[config.mk]
export PLATFORM = sky130hd
export DESIGN_NAME = fp_div_issue
export DESIGN_NICKNAME = d
export VERILOG_FILES = /design/src/rtl/fp_div_issue.sv
export SDC_FILE = /design/constraint.sdc
export NUM_CORES = 1
export LEC_CHECK = 0
export BUFFER_PORTS_ARGS = -buffer_cell sky130_fd_sc_hd__buf_2
export CAP_MARGIN = 20
export CORE_ASPECT_RATIO = 1.5
export CORE_MARGIN = 2
export CORE_UTILIZATION = 53
export CTS_BUF_LIST = sky130_fd_sc_hd__clkbuf_2
export DETAILED_ROUTE_END_ITERATION = 8
export GPL_ROUTABILITY_DRIVEN = 1
export PLACE_DENSITY = 0.87
export SYNTH_ARGS = -nofsm -noshare
export SYNTH_HDL_FRONTEND = slang
export SYNTH_SLANG_ARGS = --single-unit
[constraint.sdc]
create_clock -name clk -period 2.4 [get_ports clk]
set_input_delay 0.12 -clock clk [delete_from_list [all_inputs] [get_ports clk]]
set_output_delay 0.12 -clock clk [all_outputs]
set_load 0.02 [all_outputs]
[src/rtl/fp_div_issue.sv]
// Issue queue in front of a single-outstanding FP divider: buffers requests,
// serialises them to the divider, forces a NaN completion on a hung divider.
module fp_div_issue #(
  parameter int DATA_WIDTH = 32,
  parameter int TAG_WIDTH  = 6,
  parameter int DEPTH      = 4,
  parameter int TIMEOUT    = 31
) (
  input  logic                         clk,
  input  logic                         rst_n,
  input  logic                         req_valid,
  output logic                         req_ready,
  input  logic [DATA_WIDTH-1:0]        req_a,
  input  logic [DATA_WIDTH-1:0]        req_b,
  input  logic [TAG_WIDTH-1:0]         req_tag,
  output logic                         div_start,
  output logic [DATA_WIDTH-1:0]        div_a,
  output logic [DATA_WIDTH-1:0]        div_b,
  input  logic [DATA_WIDTH-1:0]        div_result,
  input  logic                         div_valid,
  input  logic                         div_busy,
  output logic                         rsp_valid,
  input  logic                         rsp_ready,
  output logic [DATA_WIDTH-1:0]        rsp_result,
  output logic [TAG_WIDTH-1:0]         rsp_tag,
  output logic                         rsp_timeout,
  output logic [$clog2(DEPTH+1)-1:0]   occupancy,
  output logic                         proto_err
);
  localparam int PW = $clog2(DEPTH);
  localparam int CW = $clog2(DEPTH+1);
  localparam int TW = $clog2(TIMEOUT+1);
  localparam logic [DATA_WIDTH-1:0] QNAN = DATA_WIDTH'(32'h7FC0_0000);

  typedef struct packed {
    logic [DATA_WIDTH-1:0] a;
    logic [DATA_WIDTH-1:0] b;
    logic [TAG_WIDTH-1:0]  tag;
  } req_t;

  typedef enum logic [1:0] {IDLE, ISSUE, WAIT, RESP} state_t;

  state_t                state_q, state_d;
  req_t                  mem_q [DEPTH];
  req_t                  mem_d [DEPTH];
  req_t                  opr_q, opr_d;
  logic [PW-1:0]         wptr_q, wptr_d, rptr_q, rptr_d;
  logic [CW-1:0]         cnt_q, cnt_d;
  logic [TW-1:0]         wcnt_q, wcnt_d;
  logic [DATA_WIDTH-1:0] res_q, res_d;
  logic                  tmo_q, tmo_d;
  logic                  perr_q, perr_d;
  logic                  push, pop;

  // Ready comes from the registered count only; a full queue never bypasses.
  assign req_ready = rst_n && (cnt_q < CW'(DEPTH));
  assign push      = req_valid && req_ready;
  assign pop       = (state_q == IDLE) && (cnt_q != '0) && !div_busy;

  assign occupancy   = cnt_q;
  assign div_a       = opr_q.a;
  assign div_b       = opr_q.b;
  assign rsp_valid   = (state_q == RESP);
  assign rsp_result  = res_q;
  assign rsp_tag     = opr_q.tag;
  assign rsp_timeout = tmo_q;
  assign proto_err   = perr_q;

  always_comb begin
    mem_d  = mem_q;
    wptr_d = wptr_q;
    rptr_d = rptr_q;
    cnt_d  = cnt_q;
    if (push) begin
      mem_d[wptr_q] = '{a: req_a, b: req_b, tag: req_tag};
      wptr_d        = wptr_q + PW'(1);
    end
    if (pop) rptr_d = rptr_q + PW'(1);
    case ({push, pop})
      2'b10:   cnt_d = cnt_q + CW'(1);
      2'b01:   cnt_d = cnt_q - CW'(1);
      default: cnt_d = cnt_q;
    endcase
  end

  always_comb begin
    state_d   = state_q;
    opr_d     = opr_q;
    wcnt_d    = wcnt_q;
    res_d     = res_q;
    tmo_d     = tmo_q;
    perr_d    = perr_q || (div_valid && (state_q != WAIT));
    div_start = 1'b0;
    case (state_q)
      IDLE: if (pop) begin
        opr_d   = mem_q[rptr_q];
        state_d = ISSUE;
      end
      ISSUE: begin
        div_start = 1'b1;
        wcnt_d    = '0;
        state_d   = WAIT;
      end
      WAIT: begin
        // A result arriving on the timeout cycle still wins.
        if (div_valid) begin
          res_d   = div_result;
          tmo_d   = 1'b0;
          state_d = RESP;
        end else begin
          wcnt_d = wcnt_q + TW'(1);
          if (wcnt_d == TW'(TIMEOUT)) begin
            res_d   = QNAN;
            tmo_d   = 1'b1;
            state_d = RESP;
          end
        end
      end
      RESP: if (rsp_ready) state_d = IDLE;
      default: state_d = IDLE;
    endcase
  end

  always_ff @(posedge clk) begin
    if (!rst_n) begin
      state_q <= IDLE;
      opr_q   <= '0;
      wptr_q  <= '0;
      rptr_q  <= '0;
      cnt_q   <= '0;
      wcnt_q  <= '0;
      res_q   <= '0;
      tmo_q   <= 1'b0;
      perr_q  <= 1'b0;
    end else begin
      state_q <= state_d;
      opr_q   <= opr_d;
      wptr_q  <= wptr_d;
      rptr_q  <= rptr_d;
      cnt_q   <= cnt_d;
      wcnt_q  <= wcnt_d;
      res_q   <= res_d;
      tmo_q   <= tmo_d;
      perr_q  <= perr_d;
    end
  end

  // Queue storage needs no reset: pointers and count define what is valid.
  always_ff @(posedge clk) begin
    mem_q <= mem_d;
  end
endmodule

==> out/metrics.yaml, run 1 <==
finalCritPeriodShare_pct: 95.6
synth_top_area_share_pct: 56.7
cts_max_level: 3
synthCells: 884
drive_gt1_share_pct: 33.4
criticalPathCategory: "flip-flop to flip-flop"
fin_ws_ns: 0.106
slew_violations: 0
ios: 218
status: "completed"
synthesis.area_sq_um: 14800
synth.largest_area_cell: "edfxtp_1"
routed_wl_um: 37400
first_global_vias: 10800
grt_pass1_wl_um: 57500
n_fill_cell: 1685
ys_top_cells_by_area: "edfxtp_1, dfxtp_1, mux4_2, nand2_1, a21boi_1"
clk_latency_ns: 0.95
io_buffers: 217
die_w_um: 141
layout_min_cycle_time_ns: 2.29
end_kind: "flip-flop"
avgSynthCellArea_sq_um: 16.8
slew-limit-headroom_pct: 35.9
hold_violations: 0
yosysWarningCount: 0
seq_area_frac_synth_pct: 72.7
placed_area_sq_um: 16300
crit_path_max_fanout: 23
clockRootBuffer: "clkbuf_2"
synth-seq-cells: 398
cap_viol_max_count: 0
firstDrtPassIters: 6
fmax_ghz: 0.436
cp_data_required_time_ns: 3.23
place_ws_ns: 0.326
cp-start-kind: "flip-flop"
start_util_pct: 53.4
wire_per_inst_um: 20.6
p_leak_nw: 7.19
core_area_sq_um: 27800
syn_nets: 1005
viasPerCell: 5.45
grt_overflow_total: 0
setup_viol: 0
vias: 9896
syn_to_final_growth_pct: 31.8
finalWeightedCongestion: 0.778
p_per_area_nw_per_um2: 845
fin_skew_ns: 0.0785
clkSlewWorstSetupHoldPaths_ns: 0.13
setup-tns-final_ns: 0
cts_tree: "yes"
stdcell_area_sq_um: 19500
cts.path.max_buffers: 3
cp.arrival_ns: 3.12
cts_setup_buffers: 0
die_h_um: 209
fin_nets: 1512
numClockSinks: 398
hold_class: "input port to flip-flop"
antenna_found_initial: 3
dieArea_sq_um: 29300
drc: 0
row_count: 75
cts_inserted_buffers: 89
ys_types: 44
multi_input_area_sq_um: 3790
worst_pin_slew_ns: 0.961
place_hpwl_um: 17500
antenna_left: 0
grt_max_degree: 120
grt_use_total_pct: 25.5
vdd_drop_max_uv: 584
seq_area_sq_um: 10800
first_iter_violations: 584
-- stage by stage --
step	utilization, %	cells	hold slack, ns	power [W]
floorplan	-	884	0.219	0.0108
global placement	58.8	1411	0.330	0.0118
detailed placement	58.8	1411	0.336	0.0119
CTS	70.2	1811	0.108	0.0164
global route	70.3	1815	0.228	0.0173
finish	70.3	1815	0.276	0.0165
-- cells in the final DEF (no fill, tap or decap), drive strengths merged, types with 4 or more instances in the layout --
cell type    Yosys  final
nor2             7      7
and2             8      8
dfxtp          118    118
clkinv           0     18
nor2b           28     28
a21boi          73     73
a22oi           23     23
and3             4      4
o221a            9      9
nand2          149    149
clkbuf          23    143
buf             29    234
a21oi            5      5
o21ai            8      8
dlygate4sd3      0    234
edfxtp         280    280
inv             11     14
ha              12     12
mux4            70     70
-- final cells by class --
cell class / instances / area share, %
diodes: 3 / 0.0384
clock buffers: 143 / 3.66
clock inverters: 23 / 0.506
inverters: 11 / 0.211
multi-input cells: 423 / 19.4
flip-flops and latches: 398 / 55.2
well taps: 346 / 2.22
repair buffers: 468 / 18.8
-- Yosys cell counts --
cell type and count:
nor3_1 1, ha_1 12, inv_1 10, nand4_1 3
o21bai_1 1, nand2b_1 2, a22oi_2 11, nand2_1 149
or3_1 1, a21oi_1 4, buf_1 10, xnor2_1 2
buf_2 8, a21bo_1 1, inv_2 1, o31ai_2 1
edfxtp_1 280, o221a_1 9, o21ai_0 8, nor2_1 7
xor2_1 3, nor2b_2 10, clkbuf_1 23, nor2b_1 18
mux2i_1 1, a21boi_1 70, and3_1 4, or2_1 1
mux4_2 70, buf_4 8, a21oi_2 1, nand3b_1 2
dfxtp_1 118, nand3_1 1, nand4b_1 1, fa_1 1
and2_0 1, a31oi_1 2, o31ai_1 1, o21a_1 2
buf_6 3, a21boi_0 3, a22oi_1 12, and2_1 7
-- sequential cells by signal, indices dropped and copies added (netlist names) --
name / cells
rsp_timeout: 1
div_a: 32
wptr_q: 2
rptr_q: 2
rsp_tag: 6
div_b: 32
proto_err: 1
rsp_result: 32
mem_q: 280
state_q: 2
occupancy: 3
wcnt_q: 5
-- worst paths after layout --
path | end | slack (ns) | depth (start not counted) | startpoint
setup reg to reg | rsp_result[6]$_SDFFE_PN0P_ | 0.11 | 8 | wcnt_q[0]$_SDFFE_PN0P_
setup / recovery | rsp_result[6]$_SDFFE_PN0P_ | 0.11 | 8 | wcnt_q[0]$_SDFFE_PN0P_
hold reg to reg | div_a[28]$_SDFFE_PN0P_ | 0.45 | 2 | div_a[28]$_SDFFE_PN0P_
hold / removal | proto_err$_SDFF_PN0_ | 0.28 | 4 | div_valid
-- routing by layer --
layer  vias up  wire (um)  part of all wire [%]  track usage [%]
li1       4409          -                     -                -
met1      4943      13200                    35             28.3
met2       447      20400                    54             46.2
met3        97       2420                   6.5             5.68
met4         0       1350                   3.6             12.6
met5         -          0                     0                0
-- timing repair --
action,CTS,global route
gates resized for setup,0,5
hold endpoints to repair,606,0
setup endpoints to repair,0,23
hold buffers,234,0
-- worst max-delay path, stage by stage, from the launching register on --
cell and delay (ns):
dfxtp_2 0.41, ha_1 0.26, nand4b_1 0.15, a21oi_2 0.06
o31ai_4 0.26, buf_8 0.25, a22oi_1 0.10, dlygate4sd3_1 0.58
nor2b_1 0.15
-- cell families (layout without fill, tap and decap cells) --
kind of cell	Yosys count	in the layout	synth area share, %
buffers and inverters	63	645	2.02
XOR/XNOR	5	5	0.296
other	0	3	0
multiplexers	71	71	10.7
adder cells (fa/ha/maj)	13	13	1.15
AO/OA/AOI/OAI	126	126	6.82
AND/OR/NAND/NOR	208	208	6.33
flip-flops	398	398	72.7
-- where the power goes --
| group | internal (W) | leakage (nW) | switching, W | total, W |
|---|---|---|---|---|
| Sequential | 0.00792 | 3.50 | 0.000369 | 0.00829 |
| Combinational | 0.00181 | 3.04 | 0.00218 | 0.00399 |
| Clock | 0.00157 | 0.645 | 0.00266 | 0.00423 |
Power figures use the tool's default switching activity.
==> run 2, diff against run 1 <==
--- a/config.mk
+++ b/config.mk
@@ -13,7 +13,7 @@
 export CTS_BUF_LIST = sky130_fd_sc_hd__clkbuf_2
 export DETAILED_ROUTE_END_ITERATION = 8
 export GPL_ROUTABILITY_DRIVEN = 1
-export PLACE_DENSITY = 0.87
+export PLACE_DENSITY = 0.78
 export SYNTH_ARGS = -nofsm -noshare
 export SYNTH_HDL_FRONTEND = slang
 export SYNTH_SLANG_ARGS = --single-unit
==> run 2 against run 1 <==
Die area stayed put. Worst setup slack worse by 0.0092 ns. Final cell count is 0.61% higher. Combinational power is 1% higher. Critical path type unchanged.
==> out/metrics.yaml, run 2 (synthesis gave the netlist of run 1 again) <==
firstDrtPassIters: 5
final_common_cell: "edfxtp_1"
start_util_pct: 53.4
setup-tns-final_ns: 0
clockRootBuffer: "clkbuf_2"
crit_path_max_fanout: 9
criticalPathCategory: "flip-flop to flip-flop"
worst_pin_slew_ns: 0.953
slew-limit-headroom_pct: 36.5
swShare_pct: 31.0
mostFrequentLayoutCells: "edfxtp_1, dlygate4sd3_1, buf_2"
stdcell_area_sq_um: 19700
placed_area_sq_um: 16500
critical-path-slowest-cell: "dlygate4sd3_1"
viasPerCell: 5.32
antenna_found_initial: 4
antenna_left: 0
switchingPower_w: 0.00507
n_fill_cell: 1752
path_cells: "ha_1, nand4b_1, a21oi_2, or2_1, o21a_2, o221a_1, dlygate4sd3_1"
vdd_drop_max_uv: 459
routed_wl_um: 35700
status: "completed"
wire_per_inst_um: 19.6
ios: 218
clk_latency_ns: 0.91
p_seq_share_pct: 50.7
dieArea_sq_um: 29300
grt_max_degree: 120
setup_viol: 0
row_count: 75
fmax_ghz: 0.434
cp-start-kind: "flip-flop"
finalWeightedCongestion: 0.752
cts_setup_buffers: 0
grt_overflow_total: 0
place_hpwl_um: 17700
hold_violations: 0
rsz0062_at_grt: "no"
grt_pass1_wl_um: 54400
numClockSinks: 398
final_util_pct: 70.8
first_iter_violations: 530
p_leak_nw: 7.27
grt_use_total_pct: 24.1
clockPowerShare_pct: 24.7
first_global_vias: 10500
internal-power_w: 0.0113
drive_gt1_share_pct: 33.3
die_h_um: 209
finalCritPeriodShare_pct: 96.0
core_area_sq_um: 27800
die_w_um: 141
layout_min_cycle_time_ns: 2.30
cp.arrival_ns: 3.08
cts_max_level: 3
max_stage_delay_ns: 0.56
fin_skew_ns: 0.101
cts.path.max_buffers: 3
slew_violations: 0
power_frac_comb_pct: 24.6
largest_reg_flops: 280
p_per_area_nw_per_um2: 832
power_w: 0.0164
syn_to_final_growth_pct: 32.8
whs_ns: 0.202
hold_class: "input port to flip-flop"
cts_inserted_buffers: 87
clkSlewWorstSetupHoldPaths_ns: 0.12
fin_nets: 1522
vias: 9716
top_register: "mem_q"
cts_tree: "yes"
io_buffers: 217
cap_viol_max_count: 0
drc: 0
end_kind: "flip-flop"
cp_data_required_time_ns: 3.17
-- run 2: final timing paths --
kind	startpoint	to	cells after the start	slack, ns
setup reg to reg	wcnt_q[0]$_SDFFE_PN0P_	rsp_result[27]$_SDFFE_PN0P_	7	0.1
hold reg to reg	div_a[28]$_SDFFE_PN0P_	div_a[28]$_SDFFE_PN0P_	2	0.45
hold / removal	div_busy	rsp_tag[5]$_SDFFE_PN0P_	7	0.20
setup / recovery	wcnt_q[0]$_SDFFE_PN0P_	rsp_result[27]$_SDFFE_PN0P_	7	0.1
-- run 2: final cells by class --
type	instances	area [sq um]	share of cell area, %
antenna	4	10.0	0.0509
clock buffer	134	671	3.41
timing repair buffer	480	3830	19.4
inverter	11	41.3	0.210
tap	346	433	2.20
clock inverter	30	126	0.642
multi-input combinational	423	3790	19.3
sequential	398	10800	54.8
-- run 2: stage by stage --
step,setup slack [ns],instances
after floorplan,0.0108,884
after global placement,0.398,1420
after detailed placement,0.302,1420
after CTS,0.0249,1821
after global routing,0.0125,1826
final,0.0966,1826
-- run 2: repair_timing --
action | CTS | global route
gates resized for setup | 0 | 7
hold endpoints to repair | 585 | 0
endpoints found under the setup margin | 0 | 29
hold buffers | 237 | 0
-- run 2: power groups by stage --
stage	sequential [W]	combinational [W]	clock [W]
global placement	0.00842	0.00347	0
finish	0.00830	0.00403	0.00404
detailed placement	0.00845	0.00353	0
floorplan	0.00871	0.00209	0
CTS	0.00829	0.00394	0.00414
global route	0.00837	0.00432	0.00450
-- run 2: metal layers --
metal | global-route usage (%) | routed length [um] | vias up
li1 | - | - | 4450
met1 | 26.5 | 13200 | 4800
met2 | 44.4 | 19200 | 393
met3 | 5.25 | 2200 | 73
met4 | 10.9 | 1160 | 0
met5 | 0 | 0 | -
-- run 2: critical path: cells and delay by family (launching register included) --
| kind | cells | cell delay [ns] |
|---|---|---|
| AO/OA/AOI/OAI | 3 | 0.60 |
| AND/OR/NAND/NOR | 2 | 0.42 |
| adder cells (fa/ha/maj) | 1 | 0.24 |
| flip-flops | 1 | 0.40 |
| buffers and inverters | 1 | 0.56 |
==> run 3, diff against run 2 <==
--- a/config.mk
+++ b/config.mk
@@ -5,13 +5,13 @@
 export SDC_FILE = /design/constraint.sdc
 export NUM_CORES = 1
 export LEC_CHECK = 0
-export BUFFER_PORTS_ARGS = -buffer_cell sky130_fd_sc_hd__buf_2
 export CAP_MARGIN = 20
 export CORE_ASPECT_RATIO = 1.5
 export CORE_MARGIN = 2
-export CORE_UTILIZATION = 53
+export CORE_UTILIZATION = 59
 export CTS_BUF_LIST = sky130_fd_sc_hd__clkbuf_2
 export DETAILED_ROUTE_END_ITERATION = 8
+export DONT_BUFFER_PORTS = 1
 export GPL_ROUTABILITY_DRIVEN = 1
 export PLACE_DENSITY = 0.78
 export SYNTH_ARGS = -nofsm -noshare
==> run 3 against run 2 <==
Register-to-register slack better by 0.03 ns. Critical path depth grew 1. Design area down 6.7%. Wire length decreased by 9.4%. First-iteration DRC count fell by 6.4%. Maximum frequency up 1.4%. Global-route usage up 0.74 points. Non-clock buffer count is 247 lower. Sequential share of layout area up 4.0 points. Sequential power increased by 4.8%. Count of clock-buffer cells in the layout decreased by 1. Critical path type unchanged. Critical endpoint is now rsp_result[3]$_SDFFE_PN0P_. Largest power group unchanged.
==> out/metrics.yaml, run 3 (synthesis gave the netlist of run 1 again) <==
status: "completed"
top_register: "mem_q"
viasPerCell: 5.59
clockRootBuffer: "clkbuf_2"
cts.path.max_buffers: 3
wire_per_inst_um: 20.8
finalCritPeriodShare_pct: 94.6
cts_max_level: 3
grt_pass1_wl_um: 49800
rsz0062_at_grt: "no"
final_cells: 1555
grt_use_total_pct: 24.9
syn_to_final_growth_pct: 23.8
clk_latency_ns: 0.92
numClockSinks: 398
vdd_drop_max_uv: 559
grt_max_degree: 121
fin_skew_ns: 0.0776
criticalPathCategory: "flip-flop to flip-flop"
dpl.cell_count: 1181
drive_gt1_share_pct: 21.8
cap_viol_max_count: 0
clkSlewWorstSetupHoldPaths_ns: 0.13
fmax_ghz: 0.440
place_ws_ns: 0.306
end_kind: "flip-flop"
final_util_pct: 73.8
dieArea_sq_um: 26400
cp_data_required_time_ns: 3.21
fin_nets: 1273
row_count: 71
die_w_um: 133
power_w: 0.0163
worst_pin_slew_ns: 0.923
die_h_um: 198
drc: 0
hold_class: "input port to flip-flop"
cp-start-kind: "flip-flop"
cp.arrival_ns: 3.08
cts_tree: "yes"
p_leak_nw: 6.13
firstDrtPassIters: 5
setup_viol: 0
start_util_pct: 59.6
mostFrequentLayoutCells: "edfxtp_1, dlygate4sd3_1, nand2_1"
cts_inserted_buffers: 85
slew_violations: 0
fin_ws_ns: 0.129
hold_violations: 0
p_per_area_nw_per_um2: 889
vias: 8685
antenna_left: 0
core_area_sq_um: 24900
routed_wl_um: 32400
first_iter_violations: 496
io_buffers: 0
slew-limit-headroom_pct: 38.4
antenna_found_initial: 2
layout_min_cycle_time_ns: 2.27
ios: 218
crit_path_max_fanout: 23
place_hpwl_um: 16100
grt_overflow_total: 0
largest_reg_flops: 280
first_global_vias: 9430
cts_setup_buffers: 0
setup-tns-final_ns: 0
final_common_cell: "edfxtp_1"
finalWeightedCongestion: 0.739
[run 3: cell type report]
cell class	count	area, sq um
clock buffer	133	666
antenna	3	7.51
timing repair buffer	233	2420
sequential	398	10800
tap	328	410
multi-input combinational	423	3790
inverter	11	41.3
fill	1477	6520
clock inverter	26	234
[run 3: per-layer routing]
layer,wire length [um],track usage [%],part of all wire [%]
met1,11700,26.6,36
met2,17400,46.3,54
met3,2370,6.63,7.3
met4,847,9.97,2.6
met5,0,0,0
[run 3: final timing paths]
kind                            from                          to  slack [ns]  cells after the start
max           wcnt_q[0]$_SDFFE_PN0P_  rsp_result[3]$_SDFFE_PN0P_        0.13                      8
min                        div_valid        proto_err$_SDFF_PN0_        0.25                      3
max reg2reg   wcnt_q[0]$_SDFFE_PN0P_  rsp_result[3]$_SDFFE_PN0P_        0.13                      8
min reg2reg  state_q[1]$_SDFFE_PN0P_     state_q[1]$_SDFFE_PN0P_        0.52                      2
[run 3: worst max-delay path: stages, from the launching register on]
cell and delay (ns):
dfxtp_2 0.41, ha_1 0.25, nand4b_1 0.15, a21oi_2 0.06, o31ai_4 0.27, buf_12 0.21, a22oi_1 0.07, dlygate4sd3_1 0.57
nor2b_1 0.17
[run 3: repair_timing]
item                                    CTS  global route
hold buffers                            212             0
endpoints found under the setup margin    0            23
resized for setup                         0             7
hold endpoints to repair                678             0
[run 3: stage by stage]
stage | cell area [sq um] | hold slack [ns]
floorplan | 14800 | 0.219
global placement | 15300 | 0.219
detailed placement | 15300 | 0.219
CTS | 18300 | 0.0862
global route | 18400 | 0.173
finish | 18400 | 0.248
[run 3: report_power, final]
part | total [W] | switching, W | leakage (nW) | internal (W)
Combinational | 0.00308 | 0.00160 | 1.97 | 0.00148
Sequential | 0.00870 | 0.000776 | 3.50 | 0.00792
Clock | 0.00453 | 0.00253 | 0.657 | 0.00200
Total | 0.0163 | 0.00491 | 6.13 | 0.0114
